<file path="src/rtl/inv_mix_columns_seq_if.sv">
// rtl/inv_mix_columns_seq_if.sv - state in/out handshake bundle for inv_mix_columns_seq
interface inv_mix_columns_seq_if;
  logic         in_valid;
  logic         in_ready;
  logic [127:0] state_in;
  logic         out_valid;
  logic         out_ready;
  logic [127:0] state_out;

  modport master (
    output in_valid, state_in, out_ready,
    input  in_ready, out_valid, state_out
  );

  modport slave (
    input  in_valid, state_in, out_ready,
    output in_ready, out_valid, state_out
  );
endinterface

</file>
<file path="src/rtl/inv_mix_columns_seq.sv">
// rtl/inv_mix_columns_seq.sv - iterative AES InvMixColumns, COLS_PER_CYCLE columns per clock
module inv_mix_columns_seq #(
  parameter int COLS_PER_CYCLE = 1
) (
  input  logic                  clk,
  input  logic                  rst_n,
  inv_mix_columns_seq_if.slave  bus
);

  if (COLS_PER_CYCLE != 1 && COLS_PER_CYCLE != 2 && COLS_PER_CYCLE != 4) begin : g_bad_cols
    $fatal(1, "inv_mix_columns_seq: COLS_PER_CYCLE must be 1, 2 or 4");
  end

  // Step wraps to 0 for COLS_PER_CYCLE=4, so a single pass both starts and ends at cnt 0.
  localparam logic [1:0] CNT_STEP = 2'(COLS_PER_CYCLE);
  localparam logic [1:0] CNT_LAST = 2'(4 - COLS_PER_CYCLE);
  localparam logic [2:0] COLS_W   = 3'(COLS_PER_CYCLE);

  typedef enum logic [1:0] {
    IDLE = 2'd0,
    BUSY = 2'd1,
    DONE = 2'd2
  } state_t;

  state_t       state_q, state_d;
  logic [1:0]   cnt_q, cnt_d;
  logic [127:0] work_q, work_d, work_upd;
  logic         in_ready, out_valid;

  function automatic logic [7:0] xtime(input logic [7:0] b);
    return {b[6:0], 1'b0} ^ (b[7] ? 8'h1b : 8'h00);
  endfunction

  function automatic logic [31:0] inv_mix_col(input logic [31:0] col);
    logic [7:0] a  [4];
    logic [7:0] m9 [4];
    logic [7:0] mb [4];
    logic [7:0] md [4];
    logic [7:0] me [4];
    logic [7:0] x2, x4, x8;
    logic [31:0] res;
    for (int r = 0; r < 4; r++) begin
      a[r]  = col[31-8*r -: 8];
      x2    = xtime(a[r]);
      x4    = xtime(x2);
      x8    = xtime(x4);
      m9[r] = x8 ^ a[r];
      mb[r] = x8 ^ x2 ^ a[r];
      md[r] = x8 ^ x4 ^ a[r];
      me[r] = x8 ^ x4 ^ x2;
    end
    res = '0;
    for (int r = 0; r < 4; r++) begin
      res[31-8*r -: 8] = me[r] ^ mb[(r+1)%4] ^ md[(r+2)%4] ^ m9[(r+3)%4];
    end
    return res;
  endfunction

  // Columns whose offset from cnt falls inside the current group are replaced in place.
  always_comb begin
    logic [1:0] rel;
    work_upd = work_q;
    for (int c = 0; c < 4; c++) begin
      rel = 2'(c) - cnt_q;
      if ({1'b0, rel} < COLS_W) begin
        work_upd[127-32*c -: 32] = inv_mix_col(work_q[127-32*c -: 32]);
      end
    end
  end

  always_comb begin
    state_d   = state_q;
    cnt_d     = cnt_q;
    work_d    = work_q;
    in_ready  = 1'b0;
    out_valid = 1'b0;
    case (state_q)
      IDLE: begin
        in_ready = 1'b1;
        if (bus.in_valid) begin
          work_d  = bus.state_in;
          cnt_d   = 2'd0;
          state_d = BUSY;
        end
      end
      BUSY: begin
        work_d = work_upd;
        cnt_d  = cnt_q + CNT_STEP;
        if (cnt_q == CNT_LAST) begin
          state_d = DONE;
        end
      end
      DONE: begin
        out_valid = 1'b1;
        if (bus.out_ready) begin
          state_d = IDLE;
        end
      end
      default: state_d = IDLE;
    endcase
  end

  always_ff @(posedge clk) begin
    if (!rst_n) begin
      state_q <= IDLE;
      cnt_q   <= 2'd0;
      work_q  <= '0;
    end else begin
      state_q <= state_d;
      cnt_q   <= cnt_d;
      work_q  <= work_d;
    end
  end

  assign bus.in_ready  = in_ready;
  assign bus.out_valid = out_valid;
  assign bus.state_out = work_q;

endmodule

</file>
<file path="src/flat_wrapper.sv">
// flat-port wrapper written by rule: the top's interface ports become plain ports
module inv_mix_columns_seq_flat 
#(
  parameter int COLS_PER_CYCLE = 1
)
  (clk, rst_n, bus_in_valid, bus_state_in, bus_out_ready, bus_in_ready, bus_out_valid, bus_state_out);
  inv_mix_columns_seq_if bus_i ();
  input  logic clk;
  input  logic rst_n;
  input wire logic [$bits(bus_i.in_valid)-1:0] bus_in_valid;
  input wire logic [$bits(bus_i.state_in)-1:0] bus_state_in;
  input wire logic [$bits(bus_i.out_ready)-1:0] bus_out_ready;
  output wire logic [$bits(bus_i.in_ready)-1:0] bus_in_ready;
  output wire logic [$bits(bus_i.out_valid)-1:0] bus_out_valid;
  output wire logic [$bits(bus_i.state_out)-1:0] bus_state_out;
  assign bus_i.in_valid = bus_in_valid;
  assign bus_i.state_in = bus_state_in;
  assign bus_i.out_ready = bus_out_ready;
  assign bus_in_ready = bus_i.in_ready;
  assign bus_out_valid = bus_i.out_valid;
  assign bus_state_out = bus_i.state_out;
  inv_mix_columns_seq #(.COLS_PER_CYCLE(COLS_PER_CYCLE)) u_core (.clk(clk), .rst_n(rst_n), .bus(bus_i));
endmodule
</file>
<file path="config.mk">
export PLATFORM = sky130hd
export DESIGN_NAME = inv_mix_columns_seq_flat
export DESIGN_NICKNAME = d
export VERILOG_FILES = /design/src/rtl/inv_mix_columns_seq_if.sv /design/src/rtl/inv_mix_columns_seq.sv /design/src/flat_wrapper.sv
export SDC_FILE = /design/constraint.sdc
export NUM_CORES = 1
export LEC_CHECK = 0
export BUFFER_PORTS_ARGS = -buffer_cell sky130_fd_sc_hd__buf_2
export CAP_MARGIN = 40
export CORE_MARGIN = 4
export CORE_UTILIZATION = 55
export DETAILED_ROUTE_END_ITERATION = 7
export HOLD_SLACK_MARGIN = 0.1
export PLACE_DENSITY_LB_ADDON = 0.25
export SLEW_MARGIN = 0
export SYNTH_ARGS = -nofsm -noshare
export SYNTH_HDL_FRONTEND = slang
export SYNTH_SLANG_ARGS = --single-unit
export TNS_END_PERCENT = 100
</file>
<file path="constraint.sdc">
create_clock -name clk -period 5.3 [get_ports clk]
set_input_delay 0.53 -clock clk [delete_from_list [all_inputs] [get_ports clk]]
set_output_delay 0.53 -clock clk [all_outputs]
set_load 0.005 [all_outputs]
</file>
==> results.cfg, run 1 <==
[status]
status = finished, final reports clean

[sta]
slew_violations = 0
timing.fmax_mhz = 355
setup-tns-final_ps = 0
hold_viol = 0
max-slew-margin-rel_pct = 41.1
holdWs_ps = 354
fin_skew_ps = 14.8
worst_pin_slew_ps = 882
min_period_over_period_pct = 53.2
rsz0062_at_grt = no
setup_viol = 0
timing.final.crit_period_ps = 2820

[critical_path]
rr_startpoint = u_core.state_q[0]
cp-startpoint = u_core.state_q[0]
rr_worst_depth = 5
start_kind = flop
cp_num_buf_inv = 2
slowest_delay_ps = 660
cp_max_fo = 35
cp_top_family = buffers and inverters
critPathKind = flop to flop
crit_chain = clkinv_1 > nor2_4 > buf_4 > nand3_1 > o22ai_1
cp_data_arrival_time_ps = 3170
path_depth = 5
worstPathRequired_ps = 5650
cp-end-kind = flop
slowest_stage = dfxtp_1

[detailed_routing]
first_iter_violations = 853
wl_per_cell_microns = 20.9
drc = 0
ant_nets = 0
vias = 11900
viasPerCell = 5.67
firstDrtPassIters = 8
finalWirelength_microns = 43800

[power_and_ir_drop]
p_per_area_mw_per_mm2 = 741
ir_drop_uv = 423
p_leak_uw = 0.00729

[floorplanning]
start_util_pct = 56.4
core_sq_mm = 0.0263
die_area_sq_mm = 0.0297
fp.dieH_microns = 172
pin_count = 262
die_w_microns = 172
num_rows = 59

[place]
io_buffers = 261
dp_hpwl_microns = 32600
gp_congestion = 0.936

[finish]
areaGrowthSynthToFinish_pct = 11.5
fillers = 2279
post_route_cells_drive_above_1_share_pct = 18.9
nets = 1888
antenna_cells = 0

[hold_path]
hold_path_class = primary input to flop
hold_depth = 3
hp-start = bus_state_in[107]

[clock_tree]
htree_levels = 4
root_buffer = clkbuf_16
numCtsBuffers = 17
cts_sinks = 132
clockBufferDepth = 2
post_cts_buffers = 0
insertion_delay_ps = 430
clkTransAtPathRegs_ps = 70
cts_tree = yes
post_cts_resized = 0
cts_hold_buf = 0

[synthesis]
seq_area_frac_synth_pct = 17.8
ys_seq_elements = 132
avgSynthCellArea_sq_um = 9.10
synth_fp_nets = 1765
syn_inst = 1629
synth_warnings = 0
syn_area_sq_mm = 0.0148
ys_types = 45

[job]
max_cap_viol_count = 0

[global_route]
gr-total-overflow = 0
grt_max_degree = 73
antenna_found_initial = 2
first_global_vias = 11800
grt_pass1_wl_microns = 66600
grt_usage_pct = 28.9
-- power by group --
| part | total [uW] | internal, uW | switching (uW) |
|---|---|---|---|
| clock | 1170 | 683 | 483 |
| sequential | 1750 | 1170 | 576 |
| combinational | 9330 | 5140 | 4190 |
-- worst reg2reg max path, delay by kind of cell, from the launching register on --
kind	cells	cell delay, ps
buffers and inverters	2	920
DFF	1	660
and+or+nand+nor	2	920
AOI/OAI and AO/OA	1	250
-- cell type report --
cell class	count	area [sq um]	area share [%]
repair buffers	271	1410	8.55
clock inverters	11	114	0.689
flip-flops and latches	132	2640	16.0
clock buffers	19	433	2.62
inverters	6	22.5	0.136
well taps	335	419	2.54
multi-input cells	1324	11500	69.5
-- kinds of logic after synthesis --
logic type,after synthesis,synth area share (%)
XOR/XNOR,771,57.8
AND/OR/NAND/NOR,284,7.70
AO/OA/AOI/OAI,265,11.2
buffers and inverters,173,5.12
flip-flops,132,17.8
adder cells (fa/ha/maj),4,0.338
-- path summary, 6_finish.rpt --
kind                                             endpoint  slack, ps
worst max-delay path             u_core.bus.state_out[91]       2480
worst min-delay path            u_core.bus.state_out[107]        350
worst max register to register   u_core.bus.state_out[91]       2480
worst min register to register   u_core.bus.state_out[72]        530
-- through the flow --
step	cells	util, %	cell area [sq um]	power, uW	worst slack, ps
2_1_floorplan	1629	-	14800	9330	3100
3_3_place_gp	2066	60.6	15900	10900	2570
3_5_place_dp	2068	60.8	16000	10900	2470
4_1_cts	2098	62.9	16500	12200	2470
5_1_grt	2098	62.9	16500	13000	2240
6_report	2098	62.9	16500	12200	2480
-- placed cells by master (no fill, tap or decap), drive strengths merged, types with 3 or more instances in the layout --
master	instances
xnor2	514
buf	271
nand2	201
xor2	140
dfxtp	132
xnor3	105
o21ai	72
a21oi	69
nor2	52
a31oi	43
a311oi	30
clkbuf	19
o211a	16
o211ai	14
xor3	12
clkinv	8
and3	7
o22ai	7
nand3	6
nand3b	6
a21o	5
inv	5
ha	4
a221o	3
-- per-layer routing --
metal	routed length [microns]	up-vias	global-route usage, %
met3	3520	75	5.76
met5	27	-	0
met1	18700	5713	38.8
met2	20500	538	47.3
li1	-	5574	-
met4	1040	4	8.92
-- state kept, by name, summed over array words and instances, names as in the netlist --
name                  count
u_core.bus.state_out    128
u_core.cnt_q              2
u_core.state_q            2
-- cell usage after synthesis --
library cell  number  area share (%)
xnor2_1          496              29
nand2_1          201             5.1
xor2_1           138             8.2
dfxtp_1          132              18
xnor3_1          102              15
clkbuf_1          99             2.5
o21ai_0           72             2.4
a21oi_1           69             2.3
buf_2             52             1.8
nor2_1            52             1.3
a31oi_1           43             1.8
a311oi_1          30             1.8
o211a_1           16             1.1
xnor2_2           15             1.6
o211ai_1          14            0.71
xor3_1            10             1.6
and3_1             7            0.30
buf_4              7            0.35
o22ai_1            7            0.30
nand3_1            6            0.20
nand3b_1           6            0.30
a21o_1             5            0.25
buf_1              4            0.10
ha_1               4            0.34
inv_1              4            0.10
a221o_1            3            0.20
clkbuf_2           3            0.10
xnor2_4            3            0.56
a41oi_1            2            0.12
and2_1             2           0.084
buf_6              2            0.15
clkinv_1           2           0.051
nand2b_1           2           0.084
nor2b_1            2           0.084
nor3_1             2           0.068
or2_2              2           0.084
or3_1              2           0.084
xnor3_2            2            0.32
xor2_2             2            0.22
xor3_2             2            0.34
a22oi_1            1           0.051
o21bai_1           1           0.051
o221ai_1           1           0.059
o311ai_0           1           0.059
xnor3_4            1            0.18
Note: power is estimated with default switching activity, not from simulation.
==> inputs of run 2 (changes only) <==
==> constraint.sdc (replaced) <==
create_clock -name clk -period 2.6 [get_ports clk]
set_input_delay 0.26 -clock clk [delete_from_list [all_inputs] [get_ports clk]]
set_output_delay 0.26 -clock clk [all_outputs]
set_load 0.005 [all_outputs]
==> results.cfg, run 2 (synthesis gave the netlist of run 1 again) <==
[clock_tree]
cts_sinks = 132
root_buffer = clkbuf_16
cts_tree = yes
numCtsBuffers = 17
insertion_delay_ps = 430
htree_levels = 4
post_cts_buffers = 0
clkTransAtPathRegs_ps = 60
clockBufferDepth = 2

[hold_path]
hold_depth = 3
hold_path_class = primary input to flop
min_to = u_core.bus.state_out[55]
hp-start = bus_state_in[55]

[place]
dp_hpwl_microns = 36200
dp_slack_ps = 124
io_buffers = 261
gp_congestion = 0.980

[power_and_ir_drop]
p_seq_share_pct = 12.3
p_sw_uw = 11000
p_clk_share_pct = 10.1
p_int_uw = 14900
switching_share_pct = 42.6
p_comb_share_pct = 77.6
p_leak_uw = 0.00803
ir_drop_uv = 1060
p_per_area_mw_per_mm2 = 1450

[sta]
min_period_over_period_pct = 94.8
setup_ws_ps = 136
setup-tns-final_ps = 0
setup_viol = 0
timing.final.crit_period_ps = 2460
max-slew-margin-rel_pct = 51.1
fin_skew_ps = 20.7
worst_pin_slew_ps = 732
slew_violations = 0
hold_viol = 0
rsz0062_at_grt = no
timing.fmax_mhz = 406

[finish]
nets = 2036
final_common_cell = xnor2_1
largest_reg_flops = 128
fillers = 2159
post_route_cells_drive_above_1_share_pct = 23.0
multi_input_area_sq_mm = 0.0115
areaGrowthSynthToFinish_pct = 20.4
ff_latch_area_sq_mm = 0.00264
layout_common_cells = xnor2_1 (496), buf_2 (261), nand2_1 (201)

[floorplanning]
die_w_microns = 172
pin_count = 262
start_util_pct = 56.4
fp.dieH_microns = 172
num_rows = 59
core_sq_mm = 0.0263
die_area_sq_mm = 0.0297

[detailed_routing]
vias = 12600
ant_nets = 0
finalWirelength_microns = 48200
firstDrtPassIters = 5
viasPerCell = 5.59
first_iter_violations = 1215
wl_per_cell_microns = 21.4
drc = 0

[job]
max_cap_viol_count = 0

[global_route]
antenna_found_initial = 2
grt_usage_pct = 32.3
grt_max_degree = 83
first_global_vias = 12700
gr-total-overflow = 0
grt_pass1_wl_microns = 73500

[critical_path]
rr_startpoint = u_core.bus.state_out[37]
rr_worst_depth = 6
r2r_end = u_core.bus.state_out[61]
critPathKind = flop to flop
worstPathRequired_ps = 2900
cp_data_arrival_time_ps = 2770
ff2ff_setup_slack_ps = 140
cp-end-kind = flop
cp_max_fo = 8
start_kind = flop

[status]
status = finished, final reports clean
run 2: power groups by stage:
stage                     clock [uW]  sequential [uW]  combinational (uW)
after floorplan                    0             2700               16300
after global placement             0             3210               19500
after detailed placement           0             3210               19700
after CTS                       2630             3180               20000
after global routing            2710             3250               21600
final                           2620             3200               20100
run 2: metrics by stage:
stage	hold WS, ps	power, uW	cells	instance area (sq um)	util, %
after CTS	102	25800	2247	17800	67.9
final	114	25900	2248	17800	67.9
after global routing	104	27500	2248	17800	67.9
after detailed placement	526	23000	2170	16800	63.8
after floorplan	412	19000	1629	14800	-
after global placement	519	22800	2170	16800	63.8
run 2: worst max-delay path by stage:
stage,from,to
6_report,u_core.bus.state_out[37],u_core.bus.state_out[61]
3_5_place_dp,u_core.bus.state_out[95],u_core.bus.state_out[75]
5_1_grt,u_core.bus.state_out[37],u_core.bus.state_out[61]
3_3_place_gp,u_core.bus.state_out[95],u_core.bus.state_out[75]
2_1_floorplan,u_core.bus.state_out[71],u_core.bus.state_out[77]
4_1_cts,u_core.bus.state_out[95],u_core.bus.state_out[75]
run 2: layer usage:
metal  track usage (%)  vias up  wire length [microns]  part of all wire (%)
li1                  -     5873                      -                     -
met1              43.2     5975                  20100                    42
met2              52.4      619                  22300                    46
met3              6.10      108                   4080                   8.5
met4              11.3        2                   1620                   3.4
met5                 0        -                     13                 0.027
run 2: cell type report:
type / instances / area share [%]
clock buffers: 19 / 2.54
flip-flops and latches: 132 / 14.8
multi-input cells: 1324 / 64.4
diodes: 1 / 0.0140
inverters: 6 / 0.126
clock inverters: 12 / 0.869
well taps: 335 / 2.35
repair buffers: 419 / 14.9
run 2: what timing repair did:
action | CTS | global route
hold buffers | 46 | 0
hold endpoints to repair | 46 | 0
endpoints found under the setup margin | 0 | 1
gates resized for setup | 0 | 1
run 2: critical path: stages (launching register included):
cell     delay [ps]
dfxtp_1         610
xnor2_1         200
xnor3_1         380
xnor2_2         210
xnor3_1         350
a221o_1         300
a21oi_1         300
